## src/rtl/uart_link_scheduler_if.sv

```systemverilog
// rtl/uart_link_scheduler_if.sv - link bundle between WideUARTIO, the scheduler and the sandbox channels
interface uart_link_scheduler_if #(
    parameter int NREQ = 2
);
    logic                 dataReceived;
    logic [7:0]           control;
    logic [31:0]          inputData;
    logic                 clearDR;
    logic                 transmitting;
    logic                 transmit;
    logic [7:0]           status;
    logic [31:0]          outputData;
    logic [NREQ-1:0]      cmdValid;
    logic [5:0]           cmdOpcode;
    logic [31:0]          cmdData;
    logic [NREQ-1:0]      reqValid;
    logic [8*NREQ-1:0]    reqStatus;
    logic [32*NREQ-1:0]   reqData;
    logic [NREQ-1:0]      reqAck;
    logic                 errOverrun;

    // Scheduler side
    modport master (
        input  dataReceived, control, inputData, transmitting,
        input  reqValid, reqStatus, reqData,
        output clearDR, transmit, status, outputData,
        output cmdValid, cmdOpcode, cmdData, reqAck, errOverrun
    );

    // UART and sandbox side
    modport slave (
        output dataReceived, control, inputData, transmitting,
        output reqValid, reqStatus, reqData,
        input  clearDR, transmit, status, outputData,
        input  cmdValid, cmdOpcode, cmdData, reqAck, errOverrun
    );
endinterface

```

## src/rtl/uart_link_scheduler.sv

```systemverilog
// rtl/uart_link_scheduler.sv - command dispatch and round-robin reply scheduling on the shared UART link
module uart_link_scheduler #(
    parameter int NREQ = 2
) (
    input  logic                  masterClock,
    input  logic                  reset,
    uart_link_scheduler_if.master bus
);
    typedef enum logic {RX_IDLE, RX_WAIT} rx_state_t;
    typedef enum logic [1:0] {TX_IDLE, TX_START, TX_BUSY, TX_DONE} tx_state_t;

    rx_state_t       rx_state, rx_next;
    tx_state_t       tx_state, tx_next;

    logic            clear_next;
    logic [NREQ-1:0] cmd_valid_next;
    logic [5:0]      cmd_opcode_next;
    logic [31:0]     cmd_data_next;
    logic            rx_chan_ok;

    logic            err_pend, err_set, err_clr, ovr_set;
    logic [7:0]      err_status;
    logic [31:0]     err_data;

    logic [1:0]      rr_ptr, rr_next;
    logic [1:0]      grant_idx;
    logic            grant_found;
    logic [NREQ-1:0] ack_next;
    logic            transmit_next;
    logic [7:0]      status_next;
    logic [31:0]     data_next;

    // Low two status bits of each channel are replaced by the channel code
    logic            unused_status_bits;
    assign unused_status_bits = ^bus.reqStatus;

    assign rx_chan_ok = (int'(bus.control[1:0]) < NREQ);

    // RX next state: dispatch a held frame once, then wait for the UART to drop it
    always_comb begin
        rx_next         = rx_state;
        clear_next      = 1'b0;
        cmd_valid_next  = '0;
        cmd_opcode_next = bus.cmdOpcode;
        cmd_data_next   = bus.cmdData;
        err_set         = 1'b0;
        ovr_set         = 1'b0;
        case (rx_state)
            RX_IDLE: begin
                if (bus.dataReceived) begin
                    rx_next         = RX_WAIT;
                    clear_next      = 1'b1;
                    cmd_opcode_next = bus.control[7:2];
                    cmd_data_next   = bus.inputData;
                    if (rx_chan_ok) begin
                        for (int j = 0; j < NREQ; j++) begin
                            if (bus.control[1:0] == 2'(j)) cmd_valid_next[j] = 1'b1;
                        end
                    end else if (err_pend) begin
                        ovr_set = 1'b1;
                    end else begin
                        err_set = 1'b1;
                    end
                end
            end
            default: begin
                if (!bus.dataReceived) rx_next = RX_IDLE;
            end
        endcase
    end

    // RX state and registered dispatch strobes
    always_ff @(posedge masterClock or negedge reset) begin
        if (!reset) begin
            rx_state      <= RX_IDLE;
            bus.clearDR   <= 1'b0;
            bus.cmdValid  <= '0;
            bus.cmdOpcode <= '0;
            bus.cmdData   <= '0;
        end else begin
            rx_state      <= rx_next;
            bus.clearDR   <= clear_next;
            bus.cmdValid  <= cmd_valid_next;
            bus.cmdOpcode <= cmd_opcode_next;
            bus.cmdData   <= cmd_data_next;
        end
    end

    // Single-entry error reply slot; set and clear never coincide since set needs it empty
    always_ff @(posedge masterClock or negedge reset) begin
        if (!reset) begin
            err_pend       <= 1'b0;
            err_status     <= '0;
            err_data       <= '0;
            bus.errOverrun <= 1'b0;
        end else begin
            if (err_set) begin
                err_pend   <= 1'b1;
                err_status <= {bus.control[7:2], 2'b11};
                err_data   <= bus.inputData;
            end else if (err_clr) begin
                err_pend   <= 1'b0;
            end
            if (ovr_set) bus.errOverrun <= 1'b1;
        end
    end

    // TX next state: error reply first, otherwise round-robin from the channel after the last grant
    always_comb begin
        tx_next       = tx_state;
        rr_next       = rr_ptr;
        ack_next      = '0;
        transmit_next = 1'b0;
        status_next   = bus.status;
        data_next     = bus.outputData;
        err_clr       = 1'b0;
        grant_found   = 1'b0;
        grant_idx     = 2'd0;
        for (int j = 0; j < NREQ; j++) begin
            if (!grant_found && bus.reqValid[j] && (j >= int'(rr_ptr))) begin
                grant_found = 1'b1;
                grant_idx   = 2'(j);
            end
        end
        for (int j = 0; j < NREQ; j++) begin
            if (!grant_found && bus.reqValid[j]) begin
                grant_found = 1'b1;
                grant_idx   = 2'(j);
            end
        end
        case (tx_state)
            TX_IDLE: begin
                if (err_pend) begin
                    status_next = err_status;
                    data_next   = err_data;
                    err_clr     = 1'b1;
                    tx_next     = TX_START;
                end else if (grant_found) begin
                    for (int j = 0; j < NREQ; j++) begin
                        if (grant_idx == 2'(j)) begin
                            ack_next[j] = 1'b1;
                            status_next = {bus.reqStatus[8*j+2 +: 6], grant_idx};
                            data_next   = bus.reqData[32*j +: 32];
                        end
                    end
                    rr_next = (int'(grant_idx) + 1 >= NREQ) ? 2'd0 : grant_idx + 2'd1;
                    tx_next = TX_START;
                end
            end
            TX_START: begin
                if (bus.transmitting) tx_next = TX_BUSY;
                else                  transmit_next = 1'b1;
            end
            TX_BUSY: begin
                if (!bus.transmitting) tx_next = TX_DONE;
            end
            default: tx_next = TX_IDLE;
        endcase
    end

    // TX state, pointer and the reply presented to the UART
    always_ff @(posedge masterClock or negedge reset) begin
        if (!reset) begin
            tx_state       <= TX_IDLE;
            rr_ptr         <= 2'd0;
            bus.reqAck     <= '0;
            bus.transmit   <= 1'b0;
            bus.status     <= '0;
            bus.outputData <= '0;
        end else begin
            tx_state       <= tx_next;
            rr_ptr         <= rr_next;
            bus.reqAck     <= ack_next;
            bus.transmit   <= transmit_next;
            bus.status     <= status_next;
            bus.outputData <= data_next;
        end
    end
endmodule
```

## src/flat_wrapper.sv

```systemverilog
// flat-port wrapper written by rule: the top's interface ports become plain ports
module uart_link_scheduler_flat 
#(
    parameter int NREQ = 2
)
  (masterClock, reset, bus_dataReceived, bus_control, bus_inputData, bus_transmitting, bus_reqValid, bus_reqStatus, bus_reqData, bus_clearDR, bus_transmit, bus_status, bus_outputData, bus_cmdValid, bus_cmdOpcode, bus_cmdData, bus_reqAck, bus_errOverrun);
  uart_link_scheduler_if #(.NREQ(NREQ)) bus_i ();
  input  logic masterClock;
  input  logic reset;
  input wire logic [$bits(bus_i.dataReceived)-1:0] bus_dataReceived;
  input wire logic [$bits(bus_i.control)-1:0] bus_control;
  input wire logic [$bits(bus_i.inputData)-1:0] bus_inputData;
  input wire logic [$bits(bus_i.transmitting)-1:0] bus_transmitting;
  input wire logic [$bits(bus_i.reqValid)-1:0] bus_reqValid;
  input wire logic [$bits(bus_i.reqStatus)-1:0] bus_reqStatus;
  input wire logic [$bits(bus_i.reqData)-1:0] bus_reqData;
  output wire logic [$bits(bus_i.clearDR)-1:0] bus_clearDR;
  output wire logic [$bits(bus_i.transmit)-1:0] bus_transmit;
  output wire logic [$bits(bus_i.status)-1:0] bus_status;
  output wire logic [$bits(bus_i.outputData)-1:0] bus_outputData;
  output wire logic [$bits(bus_i.cmdValid)-1:0] bus_cmdValid;
  output wire logic [$bits(bus_i.cmdOpcode)-1:0] bus_cmdOpcode;
  output wire logic [$bits(bus_i.cmdData)-1:0] bus_cmdData;
  output wire logic [$bits(bus_i.reqAck)-1:0] bus_reqAck;
  output wire logic [$bits(bus_i.errOverrun)-1:0] bus_errOverrun;
  assign bus_i.dataReceived = bus_dataReceived;
  assign bus_i.control = bus_control;
  assign bus_i.inputData = bus_inputData;
  assign bus_i.transmitting = bus_transmitting;
  assign bus_i.reqValid = bus_reqValid;
  assign bus_i.reqStatus = bus_reqStatus;
  assign bus_i.reqData = bus_reqData;
  assign bus_clearDR = bus_i.clearDR;
  assign bus_transmit = bus_i.transmit;
  assign bus_status = bus_i.status;
  assign bus_outputData = bus_i.outputData;
  assign bus_cmdValid = bus_i.cmdValid;
  assign bus_cmdOpcode = bus_i.cmdOpcode;
  assign bus_cmdData = bus_i.cmdData;
  assign bus_reqAck = bus_i.reqAck;
  assign bus_errOverrun = bus_i.errOverrun;
  uart_link_scheduler #(.NREQ(NREQ)) u_core (.masterClock(masterClock), .reset(reset), .bus(bus_i));
endmodule
```

## config.mk

```make
export PLATFORM = sky130hd
export DESIGN_NAME = uart_link_scheduler_flat
export DESIGN_NICKNAME = d
export VERILOG_FILES = /design/src/rtl/uart_link_scheduler_if.sv /design/src/rtl/uart_link_scheduler.sv /design/src/flat_wrapper.sv
export SDC_FILE = /design/constraint.sdc
export NUM_CORES = 1
export LEC_CHECK = 0
export ABC_CLOCK_PERIOD_IN_PS = 2150
export CAP_MARGIN = 20
export CORE_MARGIN = 5
export CORE_UTILIZATION = 44
export DETAILED_ROUTE_END_ITERATION = 12
export HOLD_SLACK_MARGIN = 0.02
export PLACE_DENSITY = 0.89
export SLEW_MARGIN = 10
export SYNTH_ARGS = -nofsm -noshare
export SYNTH_HDL_FRONTEND = slang
export SYNTH_SLANG_ARGS = --single-unit
```

## constraint.sdc

```tcl
create_clock -name masterClock -period 2.15 [get_ports masterClock]
set_input_delay 0.215 -clock masterClock [delete_from_list [all_inputs] [get_ports masterClock]]
set_output_delay 0.215 -clock masterClock [all_outputs]
set_load 0.02 [all_outputs]
```

## Word level (Yosys, flattened, before mapping)

Index checks and enable logic that the tools add are counted.

| word-level totals | value |
|---|---|
| register bits | 131 |
| input bits | 126 |
| output and inout bits | 85 |
| word-level logic and storage cells | 94 |

| cells by class | value |
|---|---|
| add/subtract/negate cells | 2 |
| $lt $le $gt $ge | 4 |
| equal/unequal tests | 7 |
| mux-type cells | 46 |
| bitwise operators | 2 |
| reduce and logical (&&, ||, !) cells | 18 |

Operator list:

| operator | count |
|---|---|
| $mux 32 | 4 |
| $ge 32x3->1 const B | 1 |
| $mux 8 | 4 |
| $mux 1 | 26 |
| $mux 2 | 11 |
| $reduce_and 3->1 | 3 |
| $logic_not 2->1 | 3 |
| $pmux 2 s3 | 1 |
| $logic_and 1x1->1 | 5 |
| $add 1x1->2 const B | 2 |
| $eq 2x1->1 const B | 2 |
| $ge 1x2->1 const A | 2 |
| $ne 2x2->1 const B | 2 |
| $reduce_bool 2->1 | 2 |
| $logic_not 1->1 | 3 |
| $ne 3x1->1 const B | 1 |
| $reduce_bool 3->1 | 1 |
| $eq 2x2->1 const B | 1 |
| $lt 2x2->1 const B | 1 |
| $not 1->1 | 2 |
| $reduce_and 2->1 | 1 |
| $eq 1x1->1 const B | 1 |

## Depth between registers and ports, before layout

| logic depth | value |
|---|---|
| depth after elaboration | 18 |
| depth in mapped cells | 7 |

## Worst setup path after synthesis

Ideal clock, no wire load.

| timing | value |
|---|---|
| path kind | flip-flop to flip-flop |
| start point | register u_core.tx_state[0] |
| end point | register u_core.tx_state[1] |
| arrival | 1.474 ns |
| setup slack | 0.552 ns |
| cell stages (with the launch flop) | 7 |
| buffers on the path | 0 |
| clock period less this slack | 1.598 ns |
| cell sequence | dfrtp_1 -> inv_1 -> ha_1 -> inv_1 -> nor2_1 -> a221oi_1 -> mux2_2 |

| on the way | value |
|---|---|
| longest elaborated chain between the ends | 3 |
| elaborated cells between the ends (all ways) | 8 |
| those cells by class | eq/ne: 5; mux: 1; reduce/logical: 2 |

RTL lines:

| item | RTL line | RTL |
|---|---|---|
| start: declaration | uart_link_scheduler.sv:13 | `tx_state_t tx_state, tx_next;` |
| start signal: assignment | uart_link_scheduler.sv:171 | `tx_state <= tx_next;` |
| $eq 2x2->1 (tied with other cells) | uart_link_scheduler.sv:131 | `case (tx_state)` |
| $ne 2x2->1 (no line) or $ne 3x1->1 (tied branches) | n/a |  |
| $reduce_and 3->1 (no line) | n/a |  |

Several ways; a longest one is shown, not always the timed one.
A chain may end at the register's enable or synchronous reset.

## Worst setup path after layout

| timing | value |
|---|---|
| start point | register u_core.tx_state[0] |
| end point | register u_core.bus.outputData[6] |

| on the way | value |
|---|---|
| longest elaborated chain between the ends | 2 |

RTL lines:

| item | RTL line | RTL |
|---|---|---|
| $logic_not 2->1 | uart_link_scheduler.sv:131 |  |
| $reduce_and 3->1 (no line) | n/a |  |
| end signal: assignment | uart_link_scheduler.sv:176 | `bus.outputData <= data_next;` |
| end: declaration | uart_link_scheduler_if.sv:26 | `output clearDR, transmit, status, outputData,` |

Every way passes these cells.

==> results.cfg <==
[outcome]
status = complete, no violations

[timing]
clock-skew-final_ns = 0.006818
setup_ws_ns = 0.2767
finalSetupTns_ns = 0
max-slew-margin-rel_pct = 70.59
worst_pin_slew_ns = 0.4412
fin_hold_ws_ns = 0.3073
rsz0062_at_grt = no
min_period_over_period_pct = 87.13
finalSetupViolations = 0
min_period_ns = 1.873
slew_viol_final = 0
hold_viol = 0
timing.fmax_mhz = 533.8

[hold_path]
min-delay-start = bus_dataReceived
hold_path.class = in -> reg
min_to = u_core.rx_state$_DFF_PN0_
worstHoldPathCells = 1

[die]
io_pins = 211
core-area_um2 = 12160
initial_core_util_pct = 45.31
fp.dieW_um = 121.9
row_count = 40
dieArea_um2 = 14860
die_y_um = 121.9

[synth]
synth-edff-count = 0
synth_seq_cells = 129
avgSynthCellArea_um2 = 11.00
synthTopCellsByArea = dfrtp_1, nand2_1, mux2_2, mux2i_1, and3_1
ys_warn_count = 0
yosysTopAreaCell = dfrtp_1
netlist_instances = 501
synth_nets = 630
synth_flop_cell = dfrtp_1
synthArstFlopShare_pct = 100.0
synth_area_um2 = 5510
ys_seq_area_share_pct = 58.58
synthDominantCellAreaShare_pct = 58.58
synth.distinct_cells = 32

[clock_network]
clkSinkCount = 129
cts_setup_buffers = 0
htreeDepth = 4
clock-root-buffer = clkbuf_16
numCtsBuffers = 17
cts_resized = 0
cts_hold_buffers = 1
clockBufferDepth = 2
clk_pin_slew_worst_paths_ns = 0.05
clk_latency_ns = 0.41
cts_tree = yes

[cells_and_area]
drive_gt1_share_pct = 12.48
fin_cells = 889
final_cell_mix = clkdlybuf4s50_1, dfrtp_1, nand2_1
ff_latch_area_um2 = 3228
num-fill-cells = 906
utilization_pct = 68.83
area_delta_synth_final_pct = 51.91
multiInputGateArea_um2 = 2096
design_area_um2 = 8371
nNetsFinal = 839
n_antenna_cell = 0
final_common_cell = clkdlybuf4s50_1

[place]
dp_hpwl_um = 11940
place_congestion = 0.7918
numPortBuffers = 206
place_ws_ns = 0.2304
dp.cells = 858
place_area_um2 = 7802

[setup_path]
r2r-end = u_core.bus.outputData[6]$_DFFE_PN0P_
reg2reg_depth = 8
crit_type = reg -> reg
required_ns = 2.43
arrival_ns = 2.15
r2r_slack_ns = 0.28
crit_fanout = 27
timing.rr.start = u_core.tx_state[0]$_DFFE_PN0P_
cp-start-kind = flop
cp-end-kind = flop

[pwr]
finalPower_mw = 10.33
p_per_area_nw_per_um2 = 1235
max-vdd-ir-drop_uv = 555.6
power_leakage_nw = 3.925

[global_route]
grtUsageTotal_pct = 22.78
grt_max_degree = 69
grt_pass1_wl_um = 26180
antenna_found_initial = 0
grt_pass1_vias = 5149
grt_overflow_total = 0

[route]
drc_errors = 0
ant_nets = 0
wire_per_inst_um = 18.48
drt_wl_total_um = 16430
drt-vias-per-instance = 5.247
route.vias.total = 4665
drtPass1Iterations = 4
drt_iter0_drc = 293

[run]
max-cap-violations = 0
-- final cells by class --
type | instances | area share (%)
inverters | 5 | 0.2242
multi-input cells | 333 | 25.04
clock inverters | 5 | 0.6278
clock buffers | 25 | 6.039
well taps | 168 | 2.511
flip-flops and latches | 129 | 38.57
repair buffers | 224 | 27.00
-- worst max-delay path: stages (launching register included) --
cell and delay [ns]:
dfrtp_1 0.40, inv_1 0.09, ha_1 0.23, buf_4 0.24, o31ai_4 0.11, buf_12 0.17
buf_4 0.21, a21oi_1 0.17, o21ai_1 0.10
-- how the worst max path moves through the flow --
stage | endpoint | startpoint | cells past startpoint
finish | u_core.bus.outputData[6]$_DFFE_PN0P_ | u_core.tx_state[0]$_DFFE_PN0P_ | 8
global route | u_core.bus.outputData[5]$_DFFE_PN0P_ | u_core.tx_state[0]$_DFFE_PN0P_ | 8
CTS | u_core.tx_state[1]$_DFFE_PN0P_ | u_core.tx_state[0]$_DFFE_PN0P_ | 6
detailed placement | u_core.err_data[4]$_DFFE_PN0P_ | bus_dataReceived | 5
global placement | u_core.err_status[2]$_DFFE_PN0P_ | bus_control[1] | 4
floorplan | u_core.tx_state[1]$_DFFE_PN0P_ | u_core.tx_state[0]$_DFFE_PN0P_ | 6
-- power by group --
group / total, mW / internal, mW / switching (mW)
sequential: 3.72 / 3.27 / 0.458
combinational: 3.91 / 1.88 / 2.02
clock: 2.71 / 1.72 / 0.981
total: 10.3 / 6.87 / 3.46
-- cells by family after synthesis --
| group | share of synthesized area, % |
|---|---|
| muxes | 15.08 |
| and+or+nand+nor | 13.53 |
| buffers and inverters | 3.724 |
| DFF | 58.58 |
| AOI/OAI and AO/OA | 8.402 |
| adders and majority gates | 0.6813 |
-- state kept, by name (all words and copies together), names as in the netlist, 2 cells and up --
name,count
u_core.bus.cmdOpcode,6
u_core.bus.cmdValid,2
u_core.bus.status,8
u_core.err_data,32
u_core.bus.reqAck,2
u_core.bus.outputData,32
u_core.bus.cmdData,32
u_core.tx_state,2
u_core.err_status,7
-- cells in the mapped netlist, types with 2 or more instances --
cell        n
o21ai_1    21
nor3_1      2
mux2_2     38
nor2_1      2
buf_2       4
and3_1     38
o21ai_0    19
mux2i_1    38
buf_6       4
ha_1        3
buf_4       6
clkbuf_1   19
inv_1       4
dfrtp_1   129
mux2_1      2
nand2_1   117
a21oi_1    40
-- routing by layer --
| layer | up-vias | routed length, um | global-route usage (%) |
|---|---|---|---|
| li1 | 2143 | - | - |
| met1 | 2282 | 6142 | 25.27 |
| met2 | 201 | 8539 | 40.06 |
| met3 | 39 | 1262 | 7.103 |
| met4 | 0 | 486 | 10.22 |
| met5 | - | 0 | 0 |
Note: power is estimated with default switching activity, not from simulation.
